$ cat src/rtl/aes_sub_bytes_ctrl.sv
// Control peer of the masked SubBytes stage: sequences PRD refresh, Sp2V enable/ack
// handshaking and done signalling, and latches any protocol fault into a terminal alert.
module aes_sub_bytes_ctrl #(
   parameter int unsigned PrdRefreshEvery = 1,
   parameter int unsigned TimeoutCycles   = 64
) (
   input  logic       clk_i,
   input  logic       rst_i,
   input  logic       start_i,
   output logic       start_ready_o,
   output logic       done_o,
   output logic       prd_req_o,
   input  logic       prd_ack_i,
   output logic [2:0] sb_en_o,
   output logic       sb_prd_we_o,
   input  logic [2:0] sb_out_req_i,
   output logic [2:0] sb_out_ack_o,
   input  logic       sb_err_i,
   output logic       alert_o
);

   localparam logic [2:0] SP2V_HIGH = 3'b011;
   localparam logic [2:0] SP2V_LOW  = 3'b100;

   localparam int unsigned RW = (PrdRefreshEvery > 1) ? $clog2(PrdRefreshEvery) : 1;
   localparam int unsigned TW = $clog2(TimeoutCycles);
   localparam logic [RW-1:0] REFRESH_MAX = RW'(PrdRefreshEvery - 1);
   localparam logic [TW-1:0] TMO_MAX     = TW'(TimeoutCycles - 1);

   // Pairwise Hamming distance >= 3 so a single upset never lands on another legal state.
   typedef enum logic [5:0] {
      ST_IDLE    = 6'b000000,
      ST_PRD_REQ = 6'b000111,
      ST_PRD_WE  = 6'b111000,
      ST_RUN     = 6'b011011,
      ST_ACK     = 6'b101101,
      ST_ERROR   = 6'b110110
   } state_e;

   state_e          r_state;
   state_e          w_state_nxt;
   logic [RW-1:0]   r_refresh_cnt;
   logic [TW-1:0]   r_tmo_cnt;
   logic            r_start_ready;
   logic            r_done;
   logic            r_prd_req;
   logic            r_prd_we;
   logic [2:0]      r_sb_en;
   logic [2:0]      r_sb_ack;
   logic            r_alert;

   logic            w_req_high;
   logic            w_req_low;

   assign w_req_high = (sb_out_req_i == SP2V_HIGH);
   assign w_req_low  = (sb_out_req_i == SP2V_LOW);

   always_comb begin
      w_state_nxt = r_state;
      case (r_state)
         ST_IDLE: begin
            if (start_i) begin
               w_state_nxt = (r_refresh_cnt == '0) ? ST_PRD_REQ : ST_RUN;
            end
         end
         ST_PRD_REQ: begin
            if (prd_ack_i) begin
               w_state_nxt = ST_PRD_WE;
            end
         end
         ST_PRD_WE: w_state_nxt = ST_RUN;
         ST_RUN: begin
            if (w_req_high) begin
               w_state_nxt = ST_ACK;
            end else if (w_req_low && (r_tmo_cnt == TMO_MAX)) begin
               w_state_nxt = ST_ERROR;
            end
         end
         ST_ACK:   w_state_nxt = ST_IDLE;
         ST_ERROR: w_state_nxt = ST_ERROR;
         default:  w_state_nxt = ST_ERROR;
      endcase

      // Protocol checks apply in every state and override the normal flow.
      if (!w_req_high && !w_req_low) begin
         w_state_nxt = ST_ERROR;
      end
      if (w_req_high && (r_state != ST_RUN) && (r_state != ST_ACK)) begin
         w_state_nxt = ST_ERROR;
      end
      if (sb_err_i) begin
         w_state_nxt = ST_ERROR;
      end
   end

   always_ff @(posedge clk_i) begin
      if (rst_i) begin
         r_state       <= ST_IDLE;
         r_refresh_cnt <= '0;
         r_tmo_cnt     <= '0;
         r_start_ready <= 1'b1;
         r_done        <= 1'b0;
         r_prd_req     <= 1'b0;
         r_prd_we      <= 1'b0;
         r_sb_en       <= SP2V_LOW;
         r_sb_ack      <= SP2V_LOW;
         r_alert       <= 1'b0;
      end else begin
         r_state <= w_state_nxt;

         // Counter sits at zero outside RUN, so entering RUN always starts from zero.
         if (r_state == ST_RUN) begin
            r_tmo_cnt <= r_tmo_cnt + TW'(1);
         end else begin
            r_tmo_cnt <= '0;
         end

         if (r_state == ST_ACK) begin
            r_refresh_cnt <= (r_refresh_cnt == REFRESH_MAX) ? '0 : r_refresh_cnt + RW'(1);
         end

         r_start_ready <= (w_state_nxt == ST_IDLE);
         r_done        <= (w_state_nxt == ST_ACK);
         r_prd_req     <= (w_state_nxt == ST_PRD_REQ);
         r_prd_we      <= (w_state_nxt == ST_PRD_WE);
         r_sb_en       <= ((w_state_nxt == ST_RUN) || (w_state_nxt == ST_ACK)) ? SP2V_HIGH : SP2V_LOW;
         r_sb_ack      <= (w_state_nxt == ST_ACK) ? SP2V_HIGH : SP2V_LOW;
         r_alert       <= (w_state_nxt == ST_ERROR);
      end
   end

   assign start_ready_o = r_start_ready;
   assign done_o        = r_done;
   assign prd_req_o     = r_prd_req;
   assign sb_prd_we_o   = r_prd_we;
   assign sb_en_o       = r_sb_en;
   assign sb_out_ack_o  = r_sb_ack;
   assign alert_o       = r_alert;

endmodule

$ cat config.mk
export PLATFORM = sky130hd
export DESIGN_NAME = aes_sub_bytes_ctrl
export DESIGN_NICKNAME = d
export VERILOG_FILES = /design/src/rtl/aes_sub_bytes_ctrl.sv
export SDC_FILE = /design/constraint.sdc
export NUM_CORES = 1
export LEC_CHECK = 0
export CAP_MARGIN = 20
export CORE_MARGIN = 4
export CORE_UTILIZATION = 35
export CTS_CLUSTER_SIZE = 28
export DETAILED_ROUTE_END_ITERATION = 8
export PLACE_DENSITY = 0.57
export SLEW_MARGIN = 10
export SYNTH_ARGS = -nofsm -noshare
export SYNTH_HDL_FRONTEND = slang
export SYNTH_SLANG_ARGS = --single-unit
$ cat constraint.sdc
create_clock -name clk_i -period 2.1 [get_ports clk_i]
set_input_delay 0.63 -clock clk_i [delete_from_list [all_inputs] [get_ports clk_i]]
set_output_delay 0.63 -clock clk_i [all_outputs]
set_load 0.01 [all_outputs]
* After elaboration in Yosys (flattened, before gate mapping) *
Cells that the tools add are included.

storage, ports and cells
  register bits after elaboration = 24
  bits in latches = 0
  RAM bits = 0
  ROM bits = 0
  input bits = 8
  output and inout port bits = 11
  word-level logic and storage cells = 49
  memories = 0

cells by class
  add/sub/neg operators = 2
  $mul = 0
  div/mod/pow operators = 0
  $lt $le $gt $ge = 0
  equal/unequal tests = 14
  shifts and indexed selects = 0
  multiplexer cells = 12
  bitwise operators = 1
  reductions and logical operators = 10

operators by type and width
  kind                                                  count
  2-to-1 mux 6 bit                                      7
  equality test 6 bit (second input constant)           6
  case mux 6 bit (5 select lines)                       1
  equality test 6 x 3 -> 1 bit (second input constant)  2
  equality test 6 x 5 -> 1 bit (second input constant)  2
  logical NOT 6 bit                                     2
  adder 6 x 1 -> 6 bit (second input constant)          1
  2-to-1 mux 3 bit                                      2
  != test 6 x 5 -> 1 bit (second input constant)        1
  != test 6 bit (second input constant)                 1
  2-to-1 mux 5 bit                                      1
  logical AND 1 bit                                     4
  equality test 3 x 2 -> 1 bit (second input constant)  1
  equality test 3 bit (second input constant)           1
  logical NOT 1 bit                                     2
  OR reduction 2 bit                                    1
  adder 1 bit (second input constant)                   1
  logical OR 1 bit                                      1
  2-to-1 mux 1 bit                                      1
  NOT 1 bit                                             1

* Depth between registers and ports, before layout *
Gate-level depths: netlist (run 1).

  depth after elaboration = 11
  depth in mapped cells = 6
  mapped depth without buffers = 5

* Least setup slack after synthesis (run 1) *
OpenSTA, ideal clock, no wires.

  kind = input -> register
  from = in sb_out_req_i[1]
  to = reg r_sb_ack[1] (netlist: sb_out_ack_o[1])
  setup time = 0.116 ns
  data arrival time = 1.765 ns
  data required time = 1.984 ns
  slack = 0.219 ns
  stages on the path = 4
  path buffers = 0
  cell sequence = or3b_1 > or3_1 > a21o_1 > and3_1

on the way
  cells in the longest elaborated chain, start to end = 10
  elaborated cells on any way between the ends = 16
  those cells by class = 3 x eq/ne; 7 x mux; 6 x reduce/logical

RTL lines
  item                             RTL line  text
  start, declared                  16        input logic [2:0] sb_out_req_i,
  equality test 3 bit              56        assign w_req_low = (sb_out_req_i == SP2V_LOW);
  logical AND 1 bit                75        end else if (w_req_low && (r_tmo_cnt == TMO_MAX)) begin
  2-to-1 mux 6 bit                 75
  2-to-1 mux 6 bit                 73        if (w_req_high) begin
  case mux 6 bit (5 select lines)  60        case (r_state)
  2-to-1 mux 6 bit                 85        if (!w_req_high && !w_req_low) begin
  2-to-1 mux 6 bit (*)             88        if (w_req_high && (r_state != ST_RUN) && (r_state != ST_ACK)) begin
  2-to-1 mux 6 bit (*)             91        if (sb_err_i) begin
  equality test 6 bit (*)          127       r_sb_ack <= (w_state_nxt == ST_ACK) ? SP2V_HIGH : SP2V_LOW;
  2-to-1 mux 3 bit (*)             127
  end signal, assigned             127
  end, declared                    49        logic [2:0] r_sb_ack;

Every way passes the cells marked *; elsewhere a longest branch is shown, timed or not.
A chain may end at the register's enable or synchronous reset.

* Worst setup path after layout (run 1) *
  from = in sb_out_req_i[2]
  to = reg r_sb_ack[1] (netlist: sb_out_ack_o[1])

Same word-level chain as after synthesis.

==> impl_metrics.tcl, run 1 <==
set metrics [dict create \
    status "complete, no violations" \
    cts_setup_buffers 0 \
    root_buffer "clkbuf_4" \
    irDropWorstVdd_v 0.000405 \
    fmax_mhz 485 \
    finalCritPeriodShare 0.983 \
    path_depth 5 \
    final_max_slew_viol_count 0 \
    drc_errors 0 \
    ys_ff_latch 20 \
    skew_ps 2.48 \
    clk_latency_ps 290 \
    cpMaxStageDelayCell "clkdlybuf4s50_1" \
    area_growth_syn_to_layout_pct 27.3 \
    vias_per_cell 5.62 \
    clockBufferDepth 2 \
    slowest_delay_ps 490 \
    grtUsageMet3 0.0454 \
    core_um2 2520 \
    p_comb_frac 0.081 \
    cts_resized 0 \
    arrival_ps 2260 \
    grt_pass1_wl_mm 3.39 \
    fin_nets 131 \
    r2r_cells 4 \
    synth.distinct_cells 38 \
    rsz0062_at_grt "no" \
    start_util 0.376 \
    grt-busiest-layer "met2" \
    boundaryPins 19 \
    cts_hold_buf 0 \
    setup_viol 0 \
    num_rows 18 \
    tns_ps 0 \
    p_per_area_nw_per_um2 550 \
    antenna_found_initial 0 \
    grtUsageTotal 0.125 \
    cp.required_ps 2300 \
    ant_nets 0 \
    drv_cap 0 \
    clk_pin_slew_ps 100 \
    hold_class "reg -> reg" \
    wl_mm 2.04 \
    antenna_cells 0 \
    worstSetupPathType "in -> reg" \
    drt_iter0_markers 25 \
    routed-via-count 848 \
    power_switching_mw 0.140 \
    htreeDepth 1 \
    fin_crit_ps 2060 \
    power_frac_seq 0.595 \
    crit_chain "clkdlybuf4s50_1 -> or3b_4 -> or3_4 -> a21o_1 -> and3_1" \
    syn-num-nets 109 \
    postSynthAreaPerCell_um2 9.50 \
    utilization 0.479 \
    total_power_mw 0.665 \
    dp_hpwl_mm 1.52 \
    ys_seq_area_frac 0.422 \
    final_cells 151 \
    use_met1 0.146 \
    hold_viol_final 0 \
    die_h_um 60.1 \
    startpoint_type "input pin" \
    whs_path_depth 1 \
    timing.max_slew.rel_slack 0.627 \
    synth_cells 100 \
    grt_max_degree 13 \
    swShare 0.211 \
    drive_gt1_frac 0.132 \
    cts_sinks 20 \
    dieWidth_um 60.1 \
    grt_pass1_vias 812 \
    wl_per_cell_um 13.5 \
    fp.dieArea_um2 3610 \
    drt_pass1_iterations 6 \
    crit_buf_inv 1 \
    place_inst 147 \
    overflow 0 \
    cts_tree "yes" \
    leakagePower_nw 0.419 \
    cts_buffers 3 \
    syn_area_um2 950 \
    crit_family "simple AND/OR/NAND/NOR gates" \
    use_met2 0.207 \
    worstMarginPinSlew_ps 556 \
    routabilityCongestion 0.818 \
    port_buffers 18 \
    yosys_warnings 0 \
    worstSetupEndpointType "register" \
    internal_power_mw 0.524 \
    pwr-share-clk 0.325 \
    critPathMaxFanout 3 \
]
[layer usage]
layer  share of wire  routed length, um
met1            0.44                889
met2            0.50               1020
met3           0.057                116
met4          0.0064                 13
met5               0                  0
[synthesized netlist by cell type]
library cell | n | area, um2
ha_1 | 1 | 12.5
and3_4 | 1 | 11.3
nor2_1 | 8 | 30.0
xor2_1 | 2 | 17.5
clkbuf_1 | 2 | 7.51
nor4bb_1 | 1 | 10.0
o311a_1 | 1 | 10.0
a211oi_1 | 2 | 15.0
a41oi_1 | 4 | 35.0
o21a_1 | 1 | 7.51
buf_4 | 3 | 22.5
and4b_1 | 1 | 10.0
nand3_1 | 4 | 20.0
dfxtp_1 | 20 | 400
or4_4 | 1 | 11.3
or4_1 | 1 | 7.51
a21oi_1 | 4 | 20.0
o221ai_1 | 1 | 8.76
o2111ai_1 | 1 | 8.76
a21o_1 | 2 | 15.0
nor3_1 | 7 | 35.0
and3b_1 | 2 | 17.5
nand4_1 | 1 | 6.26
or3b_1 | 2 | 17.5
nand2b_1 | 2 | 12.5
nor3_2 | 1 | 10.0
o21ai_0 | 2 | 10.0
a31oi_1 | 2 | 12.5
and4bb_1 | 1 | 12.5
nand2_1 | 4 | 15.0
a41o_1 | 1 | 10.0
inv_1 | 1 | 3.75
nor4b_1 | 2 | 17.5
nand3b_1 | 4 | 30.0
or3_1 | 2 | 12.5
xnor2_1 | 2 | 17.5
buf_6 | 2 | 22.5
and3_1 | 1 | 6.26
[layout make-up]
class / count / area, um2
fill: 256 / 1310
sequential: 20 / 400
clock buffer: 4 / 36.3
timing repair buffer: 24 / 225
inverter: 1 / 3.75
multi-input combinational: 72 / 505
tap: 30 / 37.5
[state kept, by name (all words and copies together), names as in the netlist]
signal / flops
start_ready_o: 1
r_tmo_cnt: 6
sb_en_o: 2
r_state: 6
sb_prd_we_o: 1
prd_req_o: 1
sb_out_ack_o: 2
alert_o: 1
[final timing paths]
path | endpoint | startpoint | slack, ps
setup reg to reg | start_ready_o | r_state[2] | 270
setup / recovery | sb_out_ack_o[1] | sb_out_req_i[2] | 40
hold / removal | r_tmo_cnt[0] | r_tmo_cnt[0] | 460
hold reg to reg | r_tmo_cnt[0] | r_tmo_cnt[0] | 460
[stage by stage]
stage / hold WS, ps / setup WS (ps) / cell area (um2)
after floorplan: 418 / 219 / 950
after global routing: 482 / 13.6 / 1210
after global placement: 431 / -244 / 1160
final: 458 / 36.7 / 1210
after detailed placement: 445 / -287 / 1160
after CTS: 465 / 38.4 / 1200
[power by group through the flow]
stage | Clock (mW) | Sequential (mW) | Combinational [mW]
after floorplan | 0 | 0.401 | 0.0252
after global placement | 0 | 0.404 | 0.0510
after detailed placement | 0 | 0.404 | 0.0518
after CTS | 0.227 | 0.395 | 0.0521
after global routing | 0.239 | 0.397 | 0.0575
final | 0.216 | 0.395 | 0.0536
[cells in the final DEF (no fill, tap or decap), types with 2 or more instances in the layout]
cell and count:
a211oi_1 2, a21o_1 2, a21oi_1 4, a31oi_1 2, a41oi_1 4, and3b_1 2, buf_4 6, clkbuf_4 3
clkdlybuf4s50_1 18, dfxtp_1 20, nand2_1 4, nand2b_1 2, nand3_1 4, nand3b_1 4, nor2_1 8, nor3_1 6
nor3_2 2, nor4b_1 2, o21ai_0 2, xnor2_1 2, xor2_1 2
[cells by family (layout without fill, tap and decap cells)]
family          Yosys count  in the layout  share of synthesized area
fa+ha+maj                 1              1                     0.0132
simple gates             46             46                      0.308
compound gates           21             21                      0.161
buf+inv                   8             29                     0.0593
xor+xnor                  4              4                     0.0369
flops                    20             20                      0.422
(Power assumes the default switching activity.)
==> run 2, diff against run 1 <==
- CORE_UTILIZATION: 35 -> 30
- PLACE_DENSITY: 0.57 -> 0.5
==> impl_metrics.tcl, run 2 (synthesis results as in run 1) <==
set metrics [dict create \
    startpoint_type "input pin" \
    fin_nets 131 \
    total_power_mw 0.622 \
    routabilityCongestion 0.822 \
    grt_max_degree 13 \
    status "complete, no violations" \
    overflow 0 \
    skew_ps 4.95 \
    p_per_area_nw_per_um2 511 \
    dp_hpwl_mm 1.46 \
    seqCellArea_um2 400 \
    timing.max_slew.rel_slack 0.633 \
    boundaryPins 19 \
    fp.dieArea_um2 4130 \
    layout_commonest_cell "dfxtp_1" \
    leakagePower_nw 0.412 \
    p_comb_frac 0.084 \
    fmax_mhz 489 \
    internal_power_mw 0.485 \
    die_h_um 64.3 \
    routed-via-count 822 \
    cts_tree "yes" \
    wl_mm 1.98 \
    clockBufferDepth 2 \
    arrival_ps 2250 \
    cts_hold_buf 0 \
    final_cell_mix "20 x dfxtp_1, 18 x clkdlybuf4s50_1, 8 x nor2_1" \
    num_rows 20 \
    irDropWorstVdd_v 0.000236 \
    drc_errors 0 \
    final_max_slew_viol_count 0 \
    cts_setup_buffers 0 \
    tns_ps 0 \
    antenna_cells 0 \
    port_buffers 18 \
    fin_crit_ps 2050 \
    power_frac_seq 0.636 \
    grtUsageTotal 0.102 \
    drt_pass1_iterations 4 \
    pwr-share-clk 0.280 \
    worstMarginPinSlew_ps 548 \
    top_regs "r_state: 6 flops, r_tmo_cnt: 6 flops" \
    clk_latency_ps 300 \
    htreeDepth 1 \
    drv_cap 0 \
    root_buffer "clkbuf_4" \
    clk_pin_slew_ps 100 \
    critPathMaxFanout 3 \
    antenna_found_initial 0 \
    worstSetupEndpointType "register" \
    wl_per_cell_um 12.1 \
    cts_buffers 3 \
    cts_sinks 20 \
    nFillCells 329 \
    setup_viol 0 \
    core_um2 3050 \
    grt_pass1_wl_mm 3.38 \
    hold_class "reg -> reg" \
    dp_slack_ps -263 \
    power_switching_mw 0.137 \
    dieWidth_um 64.3 \
    drt_iter0_markers 16 \
    vias_per_cell 5.01 \
    finalCritPeriodShare 0.975 \
    worstSetupPathType "in -> reg" \
    cp.required_ps 2300 \
    drive_gt1_frac 0.125 \
    place_inst 161 \
    area_growth_syn_to_layout_pct 28.1 \
    final_cells 164 \
    multi_input_area_um2 509 \
    swShare 0.220 \
    hold_viol_final 0 \
    grt_pass1_vias 756 \
    start_util 0.311 \
    ant_nets 0 \
    setup_slack_ps 53.3 \
    rsz0062_at_grt "yes" \
]
-- run 2: changes by cell type in the layout (fill, tap and decap cells not counted), sizes merged --
| cell | change |
|---|---|
| clkbuf | -1 |
-- run 2: path summary, 6_finish.rpt --
path	end	depth (start not counted)	slack, ps	startpoint
min reg2reg	r_tmo_cnt[0]	1	460	r_tmo_cnt[0]
max	sb_out_ack_o[1]	5	50	sb_out_req_i[2]
max reg2reg	start_ready_o	4	260	r_state[2]
min	r_tmo_cnt[0]	1	460	r_tmo_cnt[0]
-- run 2: repair_timing --
item / 4_1_cts / 5_1_grt
endpoints found under the setup margin: 0 / 5
hold endpoints to repair: 0 / 0
gates resized for setup: 0 / 3
-- run 2: power groups by stage --
stage / clock network (mW) / logic, mW / registers [mW]
final: 0.174 / 0.0519 / 0.396
after global routing: 0.204 / 0.0561 / 0.398
after CTS: 0.185 / 0.0521 / 0.396
after detailed placement: 0 / 0.0518 / 0.404
after global placement: 0 / 0.0513 / 0.404
after floorplan: 0 / 0.0252 / 0.401
-- run 2: per-layer routing --
metal	global-route usage	up-vias	wire, um
met2	0.170	17	940
met3	0.0387	3	102
met4	0.0237	0	10
met1	0.125	380	930
met5	0	-	0
li1	-	422	-
-- run 2: final cells by class --
cell class | count | area share
Clock buffer | 3 | 0.0185
Tap cell | 44 | 0.0453
Sequential cell | 20 | 0.329
Timing Repair Buffer | 24 | 0.185
Multi-Input combinational cell | 72 | 0.419
Inverter | 1 | 0.00309
-- run 2: per-stage QoR --
step | util | area [um2] | hold WS [ps]
floorplan | - | 950 | 418
global placement | 0.386 | 1180 | 430
detailed placement | 0.386 | 1180 | 443
CTS | 0.393 | 1200 | 469
global route | 0.398 | 1220 | 503
finish | 0.398 | 1220 | 461
-- run 2: worst max-delay path: stages --
cell and delay [ps]:
clkdlybuf4s50_1 470, or3b_1 400, or3_4 420, a21o_1 190, and3_1 130
